<file path="src/rtl/vip_pkg.sv">
// Shared definitions for the video frame controller.
// State encoding, default geometry widths and frame counter width.
package vip_pkg;
  localparam int WW_DEF = 12;
  localparam int HW_DEF = 12;
  localparam int FCNT_W = 16;

  typedef enum logic [1:0] {
    ST_IDLE  = 2'd0,
    ST_RUN   = 2'd1,
    ST_DRAIN = 2'd2,
    ST_DONE  = 2'd3
  } state_t;
endpackage

</file>
<file path="src/rtl/vip_xy_counter.sv">
// Raster x/y position counter for the write side.
// Produces start-of-frame, end-of-line and end-of-frame tags per write.
module vip_xy_counter #(
  parameter int WW = 12,
  parameter int HW = 12
) (
  input  logic          clock,
  input  logic          reset,
  input  logic          clear,
  input  logic          step,
  input  logic [WW-1:0] width,
  input  logic [HW-1:0] height,
  output logic          sof,
  output logic          eol,
  output logic          eof
);
  logic [WW-1:0] x;
  logic [HW-1:0] y;
  logic          x_last;
  logic          y_last;

  assign x_last = x == width - WW'(1);
  assign y_last = y == height - HW'(1);
  assign sof    = step & (x == '0) & (y == '0);
  assign eol    = step & x_last;
  assign eof    = eol & y_last;

  always_ff @(posedge clock or posedge reset) begin
    if (reset) begin
      x <= '0;
      y <= '0;
    end else if (clear) begin
      x <= '0;
      y <= '0;
    end else if (step) begin
      if (x_last) begin
        x <= '0;
        y <= y_last ? '0 : y + HW'(1);
      end else begin
        x <= x + WW'(1);
      end
    end
  end
endmodule

</file>
<file path="src/rtl/vip_frame_ctrl.sv">
// Frame controller: gates the core's input FIFO to one frame of reads
// and tracks completion of the matching writes.
module vip_frame_ctrl
  import vip_pkg::*;
#(
  parameter int WW = WW_DEF,
  parameter int HW = HW_DEF
) (
  input  logic              clock,
  input  logic              reset,
  input  logic [WW-1:0]     cfg_width,
  input  logic [HW-1:0]     cfg_height,
  input  logic              cfg_continuous,
  input  logic              cmd_start,
  input  logic              cmd_abort,
  input  logic              src_empty,
  output logic              core_empty,
  input  logic              core_rdreq,
  input  logic              core_wrreq,
  output logic              busy,
  output logic              frame_done,
  output logic              cfg_err,
  output logic              out_sof,
  output logic              out_eol,
  output logic              out_eof,
  output logic [FCNT_W-1:0] frame_cnt
);
  localparam int TW = WW + HW;

  state_t            state;
  logic [TW-1:0]     total;
  logic [TW-1:0]     rd_cnt;
  logic [TW-1:0]     wr_cnt;
  logic [TW-1:0]     rd_nxt;
  logic [TW-1:0]     wr_nxt;
  logic [WW-1:0]     w_reg;
  logic [HW-1:0]     h_reg;
  logic [FCNT_W-1:0] fcnt;
  logic              err_q;
  logic              active;
  logic              rd_step;
  logic              wr_step;
  logic              req;
  logic              cfg_ok;
  logic              load;
  logic              bad;

  assign active  = (state == ST_RUN) || (state == ST_DRAIN);
  assign rd_step = active & core_rdreq;
  assign wr_step = active & core_wrreq;
  assign rd_nxt  = rd_cnt + TW'(rd_step);
  assign wr_nxt  = wr_cnt + TW'(wr_step);
  assign cfg_ok  = (cfg_width != '0) && (cfg_height != '0);
  assign req     = !cmd_abort &&
                   (((state == ST_IDLE) && cmd_start) ||
                    ((state == ST_DONE) && cfg_continuous));
  assign load    = req && cfg_ok;
  assign bad     = req && !cfg_ok;

  // Count the in-flight read so the core's late request never overshoots.
  assign core_empty = !((state == ST_RUN) && !src_empty &&
                        ((rd_cnt + TW'(core_rdreq)) < total));

  assign busy       = active;
  assign frame_done = state == ST_DONE;
  assign cfg_err    = err_q;
  assign frame_cnt  = fcnt;

  always_ff @(posedge clock or posedge reset) begin
    if (reset) begin
      state  <= ST_IDLE;
      total  <= '0;
      rd_cnt <= '0;
      wr_cnt <= '0;
      w_reg  <= '0;
      h_reg  <= '0;
      fcnt   <= '0;
      err_q  <= 1'b0;
    end else begin
      err_q <= bad;
      if (rd_step) rd_cnt <= rd_nxt;
      if (wr_step) wr_cnt <= wr_nxt;
      if (load) begin
        total  <= TW'(cfg_width) * TW'(cfg_height);
        w_reg  <= cfg_width;
        h_reg  <= cfg_height;
        rd_cnt <= '0;
        wr_cnt <= '0;
      end
      if (cmd_abort && state != ST_IDLE) begin
        state <= ST_IDLE;
      end else begin
        unique case (state)
          ST_IDLE:  if (load) state <= ST_RUN;
          ST_RUN:   if (rd_nxt == total) state <= ST_DRAIN;
          ST_DRAIN: begin
            if (wr_nxt == total) begin
              state <= ST_DONE;
              fcnt  <= fcnt + FCNT_W'(1);
            end
          end
          ST_DONE:  state <= load ? ST_RUN : ST_IDLE;
        endcase
      end
    end
  end

  vip_xy_counter #(.WW(WW), .HW(HW)) u_xy (
    .clock  (clock),
    .reset  (reset),
    .clear  (load),
    .step   (wr_step),
    .width  (w_reg),
    .height (h_reg),
    .sof    (out_sof),
    .eol    (out_eol),
    .eof    (out_eof)
  );
endmodule

</file>
<file path="config.mk">
export PLATFORM = sky130hd
export DESIGN_NAME = vip_frame_ctrl
export DESIGN_NICKNAME = d
export VERILOG_FILES = /design/src/rtl/vip_pkg.sv /design/src/rtl/vip_xy_counter.sv /design/src/rtl/vip_frame_ctrl.sv
export SDC_FILE = /design/constraint.sdc
export NUM_CORES = 1
export LEC_CHECK = 0
export BUFFER_PORTS_ARGS = -buffer_cell sky130_fd_sc_hd__buf_4
export CORE_AREA = 2 2 147 256
export DETAILED_ROUTE_END_ITERATION = 10
export DIE_AREA = 0 0 149 258
export PLACE_DENSITY = 0.61
export SLEW_MARGIN = 10
export SYNTH_ARGS = -nofsm -noshare
export SYNTH_HDL_FRONTEND = slang
export SYNTH_SLANG_ARGS = --single-unit
</file>
<file path="constraint.sdc">
create_clock -name clock -period 4.55 [get_ports clock]
set_input_delay 1.1375 -clock clock [delete_from_list [all_inputs] [get_ports clock]]
set_output_delay 1.1375 -clock clock [all_outputs]
set_load 0.02 [all_outputs]
</file>
==> qor.csv <==
metric,value,unit
die area,0.0384,mm²
Synth area leaders,"dfrtp_1, fa_1, ha_1, nand2_1, xnor2_1",
RR Startpoint,state[0],
"CP delay by family, top",adder cells,
TritonCTS clock tree,yes,
FP Rows,93,
Synth-to-Final Area Change,23.4,%
CP max FO,6,
final count of pins violating max slew,0,
Vias/cell,5.35,
"count leader, synth",nand2_1,
Worst-path clk slew,0.07,ns
hold_sp,frame_cnt[15],
fillers,3519,
CP most frequent cell,fa_1,
asr flop ratio synth,100,%
crit start category,input pin,
violated checks,setup timing,
Yosys top cell by area,dfrtp_1,
syn_nets,1935,
fin util,48.4,%
Worst-Margin Slew,0.741,ns
R2R Setup Slk,0.30,ns
Post-synth EDFFs,0,
Die Wd,149,µm
Place WS,-1.44,ns
multi-input logic area,0.0105,mm²
register area share after synthesis,24.3,%
Netlist Area Pre-Place,0.0143,mm²
H-tree depth,4,
maximum root-to-sink buffer count,2,
Top Usage Layer GRT,met2,
Synth Register Bits,139,
GR Layer Usage met3,2.37,%
post-synthesis cell count,1701,
Setup Crit Path Kind,input pin to flip-flop,
Routed Antenna Nets,0,
synthesized area per cell,8.43,µm²
GRT Residual Overflow,0,
top-area cell type share of the netlist area,24.3,%
fin crit share,118,%
final WL,40.4,mm
leakage,0.00849,µW
CP Data Required Time,4.93,ns
pin count of the biggest net entering global routing,66,
outcome,"finished, violations left",
Reg2Reg Capture Point,frame_cnt[13],
Rel. slew slack,50.4,%
R2R depth,14,
Reg area,0.00348,mm²
element type at the critical path end,flip-flop,
YS warnings,0,
post-synthesis cell type count,80,
clk_skew,0.0114,ns
Clock Latency Late Sink,0.45,ns
RePlAce Congestion,0.901,
Initial Util,39.2,%
Worst VDD drop,0.436,mV
pwr dens,569,mW/mm²
Finish-stage setup viols,14,
Global Route Usage Sum,21.6,%
CTS hold repair buffers,0,
worst setup margin,-0.804,ns
number of global-route vias before repair,13100,
Max-cap violations,0,
first drt pass iteration count,5,
min Tclk post-route,5.35,ns
FMAX,187,MHz
Inserted Clock Buffers,17,
RSZ-0062 raised after global routing,true,
worst min-delay path category,flip-flop to flip-flop,
Post-synth top flop,dfrtp_1,
Ant. Diodes,0,
final hold violations,0,
root buffer cell,clkbuf_16,
Hold Path End,frame_cnt[15],
WL/cell,17.3,µm
met2 GRT Util,41.7,%
CP bufs+invs,3,
# DRC,0,
setup TNS,-8.37,ns
M1 GR Usage,22.4,%
initial antenna violation count,0,
# clock sinks,139,
chip height,258,µm
Final #Nets,2083,
vias,12500,
"slowest stage delay, CP",0.53,ns
Detailed Place HPWL,32.1,mm
"Slowest-stage cell, CP",fa_1,
Top-Level Pins,55,
DP Area,0.0163,mm²
worst-path cell chain,buf_8 -> buf_6 -> nand2_1 -> fa_2 -> fa_1 -> fa_1 -> inv_2 -> fa_1 -> fa_1 -> ha_2 -> or3_4 -> o221a_4 -> o31a_1 -> o41ai_4 -> o21ai_2 -> or3_1 -> nand3_1,
Initial DRC Count,550,
Largest regs,"rd_cnt x24, total x24, wr_cnt x24",
worst hold margin,0.476,ns
Post-synth top cells,"nand2_1, inv_1, dfrtp_1, nor2_1, ha_1",
CORE AREA,0.0365,mm²
"Arr. time, crit path",5.73,ns
post-route cell area,0.0177,mm²
global-route wire length before repair,66.0,mm
Worst Hold Path Cells,1,
share of cells above drive strength 1,20.9,%
IO Port Bufs,54,
area by class of cell:
type | instances | area share, %
repair buffers | 225 | 10.8
multi-input cells | 1297 | 59.0
inverters | 169 | 3.61
flip-flops and latches | 139 | 19.7
clock buffers | 17 | 2.40
clock inverters | 15 | 1.13
well taps | 475 | 3.36
cells in the final DEF (no fill, tap or decap), types with 7 or more instances in the layout:
| cell | count |
|---|---|
| nor4_1 | 20 |
| ha_4 | 11 |
| or3_1 | 18 |
| clkbuf_16 | 17 |
| nor2_1 | 108 |
| mux2i_1 | 7 |
| nand2_2 | 16 |
| nand4_1 | 33 |
| o21ai_0 | 45 |
| fa_1 | 93 |
| inv_2 | 10 |
| xor2_1 | 79 |
| o21a_1 | 8 |
| and3_1 | 21 |
| ha_1 | 87 |
| inv_1 | 157 |
| nor3_1 | 35 |
| fa_2 | 7 |
| buf_8 | 9 |
| o31ai_1 | 8 |
| nor3b_1 | 9 |
| buf_4 | 186 |
| nand2_1 | 253 |
| xnor2_1 | 98 |
| nand2b_1 | 13 |
| buf_6 | 25 |
| dfrtp_1 | 139 |
| and4_1 | 10 |
| inv_8 | 8 |
| a21o_1 | 22 |
| and2_1 | 52 |
| a21oi_1 | 37 |
| o21ai_1 | 11 |
| nand3_1 | 40 |
worst max path at each step:
stage / from / endpoint / slack [ns] / cells past startpoint
6_report: cfg_width[3] / total[20] / -0.80 / 17
5_1_grt: cfg_width[3] / total[20] / -0.94 / 17
2_1_floorplan: cfg_width[7] / total[22] / -1.15 / 16
4_1_cts: cfg_height[3] / total[20] / -0.79 / 16
3_5_place_dp: cfg_height[8] / total[22] / -1.44 / 18
3_3_place_gp: cfg_height[8] / total[22] / -1.35 / 18
report_power, final:
part / internal, µW / total (µW) / switching, µW
combinational: 3330 / 6670 / 3340
clock: 844 / 1500 / 654
sequential: 1480 / 1910 / 434
total: 5650 / 10100 / 4430
what timing repair did:
item | CTS | global route
hold endpoints to repair | 0 | 0
pin swaps | 43 | 51
resized for setup | 88 | 60
buffers inserted | 11 | 14
endpoints found under the setup margin | 15 | 17
metal layers:
| metal | vias up | wire length (µm) |
|---|---|---|
| met5 | - | 0 |
| met3 | 101 | 860 |
| met4 | 0 | 2190 |
| li1 | 5918 | - |
| met1 | 6234 | 14800 |
| met2 | 245 | 22600 |
cells by family after synthesis:
family | synth area share, %
simple gates | 23.6
fa+ha+maj | 22.9
buf+inv | 7.16
mux | 0.567
flops | 24.3
compound gates | 10.2
xor+xnor | 11.4
through the flow:
stage | total power (µW) | instances
6_report | 10100 | 2337
5_1_grt | 10900 | 2337
4_1_cts | 9660 | 2324
3_5_place_dp | 7580 | 2281
3_3_place_gp | 7470 | 2281
2_1_floorplan | 5580 | 1701
Note: power is estimated with default switching activity, not from simulation.
